`src/rtl/seg_display_arbiter_pkg.sv`:
```
// Shared definitions for the segment display arbiter: FSM state encoding,
// requester identities and the blank drive levels for the active-low
// segment and anode outputs.
package seg_display_arbiter_pkg;

  // Geometry of one requester's pattern: four digits of seven segments.
  localparam int DIGITS = 4;
  localparam int SEG_W  = 7;

  // FSM state encoding, kept as plain constants so legacy code can share it.
  localparam logic [1:0] ST_IDLE    = 2'd0;
  localparam logic [1:0] ST_GRANT   = 2'd1;
  localparam logic [1:0] ST_HANDOFF = 2'd2;

  // Who sits on which request line.
  typedef enum logic [1:0] {
    REQ_ARROW = 2'd0,
    REQ_SCORE = 2'd1,
    REQ_COMBO = 2'd2,
    REQ_LIVES = 2'd3
  } req_id_e;

  // Active-low drives: all ones means every segment and every digit is dark.
  localparam logic [SEG_W-1:0]  SEG_BLANK = 7'b111_1111;
  localparam logic [DIGITS-1:0] AN_BLANK  = 4'b1111;

endpackage : seg_display_arbiter_pkg

```
`src/rtl/segarb_rr_pick.sv`:
```
// Combinational winner selection for the segment display arbiter.
// Urgent requests win by lowest index; otherwise a round-robin search starts
// just above the last owner and wraps. When exclude_owner is set the last
// owner is dropped from the candidates unless it is the only requester.
// NUM_REQ must be a power of two so the search pointer wraps by overflow.
module segarb_rr_pick
  import seg_display_arbiter_pkg::*;
#(
  parameter int NUM_REQ = 4,
  parameter int IDX_W   = $clog2(NUM_REQ)
) (
  input  logic [NUM_REQ-1:0] req,
  input  logic [NUM_REQ-1:0] urgent,
  input  logic [IDX_W-1:0]   last_owner,
  input  logic               exclude_owner,
  output logic [NUM_REQ-1:0] winner
);

  logic [NUM_REQ-1:0] last_oh;
  logic [NUM_REQ-1:0] cand;
  logic [NUM_REQ-1:0] urg;
  logic [IDX_W-1:0]   pos;
  logic               found;

  // Candidate masking, urgent priority scan, then round-robin scan.
  // NOTE: every signal written here gets a default at the top of the block;
  // a path that leaves one unassigned would infer a latch.
  always_comb begin
    last_oh             = '0;
    last_oh[last_owner] = 1'b1;

    cand = req;
    if (exclude_owner && ((req & ~last_oh) != '0)) begin
      cand = req & ~last_oh;
    end
    urg = cand & urgent;

    winner = '0;
    found  = 1'b0;
    pos    = last_owner;

    for (int i = 0; i < NUM_REQ; i++) begin
      if (!found && urg[i]) begin
        winner[i] = 1'b1;
        found     = 1'b1;
      end
    end

    // k = NUM_REQ wraps back onto last_owner itself, the sole-requester case.
    for (int k = 1; k <= NUM_REQ; k++) begin
      pos = last_owner + IDX_W'(k);
      if (!found && cand[pos]) begin
        winner[pos] = 1'b1;
        found       = 1'b1;
      end
    end
  end

endmodule : segarb_rr_pick

```
`src/rtl/seg_display_arbiter.sv`:
```
// Segment display arbiter: several requesters share one multiplexed
// 4-digit, 7-segment display. One owner at a time is scanned out; ownership
// changes go through a single blank HANDOFF cycle. A non-urgent handoff waits
// until the owner has held the display for DWELL_TICKS dwell_tick pulses.
//
// Optional feature macro: SEGARB_BLINK_EN. When defined, a phase bit toggles
// on every dwell_tick in GRANT and, while blink is high, blanks the anodes
// during the odd phase. Without it, blink is accepted but has no effect.
module seg_display_arbiter
  import seg_display_arbiter_pkg::*;
#(
  parameter int NUM_REQ     = 4,
  parameter int DWELL_TICKS = 3
) (
  input  logic                            clk,
  input  logic                            reset_n,
  input  logic                            scan_tick,
  input  logic                            dwell_tick,
  input  logic [NUM_REQ-1:0]              req,
  input  logic [NUM_REQ-1:0]              urgent,
  input  logic [NUM_REQ*DIGITS*SEG_W-1:0] pat,
  input  logic                            blink,
  output logic [SEG_W-1:0]                seg,
  output logic [DIGITS-1:0]               an,
  output logic [NUM_REQ-1:0]              grant,
  output logic                            busy
);

  localparam int                IDX_W     = $clog2(NUM_REQ);
  localparam int                CNT_W     = $clog2(DWELL_TICKS + 1);
  localparam logic [CNT_W-1:0]  DWELL_MAX = CNT_W'(DWELL_TICKS);

  logic [1:0]         state_q, state_d;
  logic [IDX_W-1:0]   last_owner_q, last_owner_d;
  logic [CNT_W-1:0]   cnt_q, cnt_d;
  logic [1:0]         idx_q, idx_d;

  logic [NUM_REQ-1:0] winner;
  logic [IDX_W-1:0]   win_idx;
  logic [NUM_REQ-1:0] owner_oh;
  logic [NUM_REQ-1:0] others;
  logic               in_grant;
  logic               leave_grant;
  logic [DIGITS-1:0]  an_lit;
  logic [SEG_W-1:0]   seg_live;

`ifdef SEGARB_BLINK_EN
  logic phase_q, phase_d;
`else
  wire unused_blink = blink;
`endif

  // Winner selection; the last owner is only held back in HANDOFF.
  segarb_rr_pick #(
    .NUM_REQ (NUM_REQ),
    .IDX_W   (IDX_W)
  ) u_rr_pick (
    .req           (req),
    .urgent        (urgent),
    .last_owner    (last_owner_q),
    .exclude_owner (state_q == ST_HANDOFF),
    .winner        (winner)
  );

  // Convert the one-hot winner to an index for the owner register.
  always_comb begin
    win_idx = '0;
    for (int i = 0; i < NUM_REQ; i++) begin
      if (winner[i]) win_idx = IDX_W'(i);
    end
  end

  // Owner decode and the conditions that end a GRANT period. In GRANT the
  // owner is always last_owner_q, which is loaded on every entry.
  always_comb begin
    owner_oh               = '0;
    owner_oh[last_owner_q] = 1'b1;
    in_grant               = (state_q == ST_GRANT);
    others                 = req & ~owner_oh;
    leave_grant            = !req[last_owner_q]
                          || ((others & urgent) != '0)
                          || ((cnt_q == DWELL_MAX) && (others != '0));
  end

  // Next-state logic for the FSM, dwell counter, digit index and phase.
  always_comb begin
    state_d      = state_q;
    last_owner_d = last_owner_q;
    cnt_d        = cnt_q;
    idx_d        = idx_q;
`ifdef SEGARB_BLINK_EN
    phase_d      = phase_q;
`endif

    case (state_q)
      ST_IDLE: begin
        if (req != '0) begin
          state_d      = ST_GRANT;
          last_owner_d = win_idx;
          cnt_d        = '0;
          idx_d        = '0;
`ifdef SEGARB_BLINK_EN
          phase_d      = 1'b0;
`endif
        end
      end

      ST_GRANT: begin
        // Both ticks may land in one cycle; each is applied independently.
        if (dwell_tick) begin
          if (cnt_q != DWELL_MAX) cnt_d = cnt_q + 1'b1;
`ifdef SEGARB_BLINK_EN
          phase_d = ~phase_q;
`endif
        end
        if (scan_tick) idx_d = idx_q + 2'd1;
        if (leave_grant) state_d = ST_HANDOFF;
      end

      ST_HANDOFF: begin
        if (req != '0) begin
          state_d      = ST_GRANT;
          last_owner_d = win_idx;
          cnt_d        = '0;
          idx_d        = '0;
`ifdef SEGARB_BLINK_EN
          phase_d      = 1'b0;
`endif
        end else begin
          state_d = ST_IDLE;
        end
      end

      default: state_d = ST_IDLE;
    endcase
  end

  // State registers; reset leaves the search pointer on the top requester so
  // requester 0 is considered first.
  // NOTE: sequential state uses non-blocking assignments so every register
  // samples the pre-edge value of every other register.
  always_ff @(posedge clk or negedge reset_n) begin
    if (!reset_n) begin
      state_q      <= ST_IDLE;
      last_owner_q <= IDX_W'(NUM_REQ - 1);
      cnt_q        <= '0;
      idx_q        <= '0;
    end else begin
      state_q      <= state_d;
      last_owner_q <= last_owner_d;
      cnt_q        <= cnt_d;
      idx_q        <= idx_d;
    end
  end

`ifdef SEGARB_BLINK_EN
  // Blink phase register.
  always_ff @(posedge clk or negedge reset_n) begin
    if (!reset_n) phase_q <= 1'b0;
    else          phase_q <= phase_d;
  end
`endif

  // Display drive: the owner's current digit straight from the live pattern
  // bus; blank in every state other than GRANT. Reset forces IDLE
  // asynchronously, so the outputs blank without waiting for an edge.
  always_comb begin
    an_lit   = ~(4'b0001 << idx_q);
    seg_live = pat[SEG_W * int'({last_owner_q, idx_q}) +: SEG_W];

    grant = '0;
    busy  = in_grant;
    seg   = SEG_BLANK;
    an    = AN_BLANK;

    if (in_grant) begin
      grant = owner_oh;
      seg   = seg_live;
`ifdef SEGARB_BLINK_EN
      an    = (blink && phase_q) ? AN_BLANK : an_lit;
`else
      an    = an_lit;
`endif
    end
  end

endmodule : seg_display_arbiter
```
`config.mk`:
```
export PLATFORM = sky130hd
export DESIGN_NAME = seg_display_arbiter
export DESIGN_NICKNAME = d
export VERILOG_FILES = /design/src/rtl/seg_display_arbiter_pkg.sv /design/src/rtl/segarb_rr_pick.sv /design/src/rtl/seg_display_arbiter.sv
export SDC_FILE = /design/constraint.sdc
export NUM_CORES = 1
export LEC_CHECK = 0
export CAP_MARGIN = 15
export CORE_MARGIN = 3
export CORE_UTILIZATION = 40
export CTS_CLUSTER_DIAMETER = 200
export CTS_CLUSTER_SIZE = 16
export DETAILED_ROUTE_END_ITERATION = 6
export DONT_BUFFER_PORTS = 1
export GPL_TIMING_DRIVEN = 0
export SYNTH_ARGS = -nofsm -noshare
export SYNTH_HDL_FRONTEND = slang
export SYNTH_SLANG_ARGS = --single-unit
```
`constraint.sdc`:
```
create_clock -name clk -period 4.8 [get_ports clk]
set_clock_uncertainty 0.05 [all_clocks]
set_input_delay 1.44 -clock clk [delete_from_list [all_inputs] [get_ports clk]]
set_output_delay 1.44 -clock clk [all_outputs]
set_load 0.01 [all_outputs]
```
After elaboration in Yosys (flattened, before gate mapping)
Cells that the tools add are included.

Register bits: 8. Input port bits: 125. Output and inout port bits: 16. Logic and storage cells: 121.

$add $sub $neg: 5. $mul: 1. $lt $le $gt $ge: 8. Eq/ne operators: 10. Shift operators: 2. Multiplexer cells: 49. Bitwise gates (word level): 9. Reductions and logical operators: 33.

Operator list (count): $shiftx A112 B8 Y7 (1); $mux W4 (7); $mux W1 (21); $mux W2 (8); $or A4 B4 Y4 (4); $logic_and A1 B1 Y1 (13); $and A4 B4 Y4 (3); $lt A2 B3 Y1 const B (4); $reduce_bool A4 Y1 (3); $bmux W1 S2 (5); $demux W1 S2 (4); $ge A2 B1 Y1 const B (4); $logic_not A1 Y1 (8); $ne A2 B2 Y1 const B (4); $not A4 Y4 (2); $pmux W2 S2 (2); $mul A3 B4 Y7 const A (1); $mux W7 (1); $add A2 B1 Y2 const B (3); $ne A2 B1 Y1 const B (3); $pmux W2 S3 (1); $add A2 B2 Y2 const B (2); $eq A2 B2 Y1 const B (2); $reduce_and A2 Y1 (2); 8 further kinds (9).

Depth between registers and ports, before layout
Depth in word-level cells: 35. Gate-level depth with buffers: 12. Depth with buffers taken out: 10.

Cells and area by module
A second synthesis with hierarchy kept.

Cells, all modules: 213. Area total of the unflattened synthesis: 2157.1 um^2.

Modules (own cells, without submodules): seg_display_arbiter (instances 1, cells each 150, area each 1577.8 um^2, sequential area each 202.7 um^2); segarb_rr_pick (instances 1, cells each 63, area each 579.3 um^2, sequential area each 0.0 um^2).

Worst setup path before layout
OpenSTA, ideal clock, no wires.

Path kind: input to output. Start point: input port pat[49]. End point: output port seg[0]. Arrival: 2.514 ns. Data required time: 3.310 ns. Setup slack: 0.796 ns. Stages on the path: 3. Buffers on the path: 0. Cells stage by stage: mux4_2 mux4_2 nand2b_1.

Longest elaborated chain between the ends: 2.

RTL lines: start: declaration (RTL line seg_display_arbiter.sv:21) `input logic [NUM_REQ*DIGITS*SEG_W-1:0] pat,`; $shiftx A112 B8 Y7 (RTL line seg_display_arbiter.sv:169) `seg_live = pat[SEG_W * int'({last_owner_q, idx_q}) +: SEG_W];`; $mux W7 (RTL line seg_display_arbiter.sv:176) `if (in_grant) begin`; end: declaration (RTL line seg_display_arbiter.sv:23) `output logic [SEG_W-1:0] seg,`.

Every way passes these cells.

Worst setup path after layout
Start point: register idx_q[0]. End point: output port seg[1].

Longest elaborated chain between the ends: 3.

RTL lines: start: declaration (RTL line seg_display_arbiter.sv:36) `logic [1:0] idx_q, idx_d;`; start signal: assignment (RTL line seg_display_arbiter.sv:152) `idx_q <= idx_d;`; $mul A3 B4 Y7 (RTL line seg_display_arbiter.sv:169); $shiftx A112 B8 Y7 (RTL line seg_display_arbiter.sv:169); $mux W7 (RTL line seg_display_arbiter.sv:176).

Every way passes these cells.

==> summary.log <==
qor: timing.timing.final.setup_violations 0
qor: clock_network.clock_tree_from_tritoncts yes
qor: synthesis.ys_top_cells_by_count sky130_fd_sc_hd__mux4_2 (37), sky130_fd_sc_hd__nand2_1 (15), sky130_fd_sc_hd__inv_1 (10), sky130_fd_sc_hd__ha_1 (9), sky130_fd_sc_hd__nand2b_1 (9)
qor: pwr.static-leakage-power 0.7072 nW
qor: layout.antenna_diodes 0
qor: synthesis.synth_seq_cells 8
qor: setup_path.critPathTopFamily multiplexers
qor: setup_path.timing.critical_path.to seg[1]
qor: routing.postRouteWirelength 6927 um
qor: die.die_h 77.73 um
qor: layout.final_net_count 332
qor: synthesis.synth_ff_type sky130_fd_sc_hd__dfrtp_1
qor: setup_path.delay_contributed_by_the_slowest_stage_of_the_critical_path 0.71 ns
qor: synthesis.netlist.area_leader.share 0.4049
qor: grt.grt_start_max_net_pins 12
qor: timing.final_min_period_over_clock_period 0.8731
qor: clock_network.post_cts.resized_instances 0
qor: timing.final-hold-violation-count 0
qor: run.max_cap_viol_count 0
qor: setup_path.crit_top_cell sky130_fd_sc_hd__mux4_2
qor: grt.global_route_wire_length_before_repair 10560 um
qor: setup_path.regToRegStartpoint last_owner_q[1]
qor: timing.fin_hold_ws 0.4879 ns
qor: timing.slew_viol_final 0
qor: min_path.min-delay-path-class reg2reg
qor: synthesis.ys_async_sr_fraction 1.000
qor: synthesis.post_synthesis_instance_area 2058 sq um
qor: routing.detailroute.via_count 1849
qor: clock_network.number_of_buffers_added_by_the_clock_tree_synthesis_step 3
qor: clock_network.count_of_buffers_added_by_post_cts_timing_repair_for_setup 0
qor: routing.final_antenna_net_count 0
qor: pwr.p_per_area 604.1 nW/um^2
qor: die.core_area 4848 sq um
qor: clock_network.max-clock-path-buffers 2
qor: clock_network.htree_num_levels 1
qor: synthesis.synth_instances 193
qor: setup_path.crit_chain buf_1 -> mux4_2 -> mux4_2 -> nand2b_1
qor: routing.drc 0
qor: layout.seq_area 202.7 sq um
qor: synthesis.synth_enable_flop_cells 0
qor: clock_network.post_cts_hold_buffer_count 0
qor: setup_path.critPathKind reg2out
qor: layout.drive_above_1_share 0.3163
qor: setup_path.cp_data_required_time 3.31 ns
qor: grt.global_route.overflow_total 0
qor: routing.drt_pass1_iterations 4
qor: synthesis.yosysSeqAreaShare 0.09848
qor: grt.globalRouteMet2Util 0.3955
qor: run_status.run_status complete, no violations
qor: grt.grt_antenna_before_repair 0
qor: die.die_area 6042 sq um
qor: grt.grtUsageMet3 0.02668
qor: synthesis.yosysWarningCount 0
qor: setup_path.startpoint idx_q[0]
qor: setup_path.cp_num_cells 4
qor: layout.n_fill_cell 479
qor: setup_path.rr_endpoint last_owner_q[0]
qor: die.core.rowCount 25
qor: grt.grt.met1_usage 0.3078
qor: routing.via_per_inst 7.030
qor: setup_path.worstPathMaxFanout 10
qor: timing.max-slew-margin-rel 0.3983
qor: die.top_level_ports 141
qor: setup_path.path_buf_inv 1
qor: placement.dp_hpwl 5757 um
qor: synthesis.mean_instance_size_in_the_synthesized_netlist 10.66 sq um
qor: die.floorplan.initialDensity 0.4245
qor: setup_path.critPathArrivalTime 2.70 ns
qor: synthesis.synth_top_area_cells sky130_fd_sc_hd__mux4_2 (40%), sky130_fd_sc_hd__dfrtp_1 (7.3%), sky130_fd_sc_hd__ha_1 (5.5%)
qor: timing.maxClockFrequency 0.2386 GHz
qor: clock_network.cts_num_sinks 8
qor: die.chipWidth 77.73 um
qor: layout.multi_input_area 1750 sq um
qor: grt.globalRoute.busiestLayer met2
qor: setup_path.critPathSlowestCell sky130_fd_sc_hd__buf_1
qor: clock_network.clock_tree.root_cell sky130_fd_sc_hd__clkbuf_8
qor: synthesis.synthesis.nets 327
qor: placement.port-buffer-count 0
qor: setup_path.ff2ff_path_depth 11
qor: synthesis.library_cells_used_by_synthesis 52
qor: setup_path.worst-r2r-setup-slack 0.86 ns
qor: setup_path.worst_setup_path_start_kind flip-flop
qor: timing.final.setup.tns 0 ns
qor: clock_network.clk_latency 0.23 ns
qor: synthesis.synth.most_common_cell sky130_fd_sc_hd__mux4_2
qor: timing.tightestPinTransition 0.9026 ns
qor: routing.post_detailed_route_wirelength_per_cell 26.34 um
qor: placement.globalplace.congestion 0.8784
qor: timing.timing.final.crit_period 4.191 ns
qor: clock_network.clkSlewWorstSetupHoldPaths 0.04 ns
qor: setup_path.worst_setup_path_end_kind output port
qor: grt.grt_use_total 0.2266
qor: synthesis.synth_largest_area_cell sky130_fd_sc_hd__mux4_2
qor: timing.rsz0062_at_grt no
qor: grt.grt_pass1_vias 1845
qor: layout.area_growth 6.079%
qor: pwr.vdd_drop_max 296.6 uV
qor: routing.initialDrtViolationCount 148
## worst min-delay path by stage
stage,cells after the start,end,startpoint
4_1_cts,1,cnt_q[0],cnt_q[0]
3_3_place_gp,1,cnt_q[0],cnt_q[0]
6_report,1,cnt_q[0],cnt_q[0]
3_5_place_dp,1,cnt_q[0],cnt_q[0]
2_1_floorplan,1,cnt_q[0],cnt_q[0]
5_1_grt,2,cnt_q[1],cnt_q[1]
## kinds of logic (layout without fill, tap and decap cells)
kind of cell / Yosys count / in the layout / synth area share
multiplexers: 38 / 38 / 0.4103
adder cells (fa/ha/maj): 9 / 9 / 0.05471
buffers and inverters: 26 / 29 / 0.05107
AO/OA/AOI/OAI: 43 / 43 / 0.1842
AND/OR/NAND/NOR: 69 / 69 / 0.2012
flip-flops: 8 / 8 / 0.09848
## placed cells by master, fill, tap and decap left out, types with 4 or more instances in the layout
| cell type | Yosys | layout |
|---|---|---|
| sky130_fd_sc_hd__o21ai_0 | 6 | 6 |
| sky130_fd_sc_hd__nand3_1 | 6 | 6 |
| sky130_fd_sc_hd__o221ai_1 | 4 | 4 |
| sky130_fd_sc_hd__nand2_1 | 15 | 15 |
| sky130_fd_sc_hd__and2_1 | 6 | 6 |
| sky130_fd_sc_hd__nor4_1 | 4 | 4 |
| sky130_fd_sc_hd__mux4_2 | 37 | 37 |
| sky130_fd_sc_hd__nor2b_1 | 6 | 6 |
| sky130_fd_sc_hd__nand2b_1 | 9 | 9 |
| sky130_fd_sc_hd__buf_2 | 6 | 6 |
| sky130_fd_sc_hd__nor2_1 | 4 | 4 |
| sky130_fd_sc_hd__inv_1 | 10 | 10 |
| sky130_fd_sc_hd__ha_1 | 9 | 9 |
| sky130_fd_sc_hd__dfrtp_1 | 6 | 6 |
| sky130_fd_sc_hd__clkbuf_1 | 7 | 7 |
| sky130_fd_sc_hd__nand3b_1 | 4 | 4 |
## stage by stage
step | power, mW | setup slack (ns) | cell area, sq um | cells | utilization
floorplan | 1.021 | 0.7961 | 2058 | 193 | -
global placement | 1.231 | 0.6937 | 2142 | 260 | 0.4418
detailed placement | 1.238 | 0.6959 | 2142 | 260 | 0.4418
CTS | 1.326 | 0.5638 | 2183 | 263 | 0.4503
global route | 1.432 | 0.3972 | 2183 | 263 | 0.4503
finish | 1.319 | 0.6090 | 2183 | 263 | 0.4503
## power breakdown
part / internal (mW) / switching (mW) / total [mW]
sequential: 0.106 / 0.0360 / 0.142
combinational: 0.504 / 0.593 / 1.10
clock: 0.0542 / 0.0254 / 0.0797
total: 0.665 / 0.654 / 1.32
## sequential cells by signal (all words and copies together), names as in the netlist
register / flops
state_q: 2
last_owner_q: 2
idx_q: 2
cnt_q: 2
## per-layer routing
| metal | share of wire | vias up |
|---|---|---|
| li1 | - | 804 |
| met1 | 0.39 | 938 |
| met2 | 0.53 | 103 |
| met3 | 0.079 | 4 |
| met4 | 0.0036 | 0 |
| met5 | 0 | - |
## area by class of cell
cell class,instances,share of cell area
flip-flops and latches,8,0.09284
clock buffers,3,0.01891
well taps,67,0.03840
inverters,10,0.01719
multi-input cells,159,0.8017
plain buffers,16,0.03095
Power figures use the tool's default switching activity.
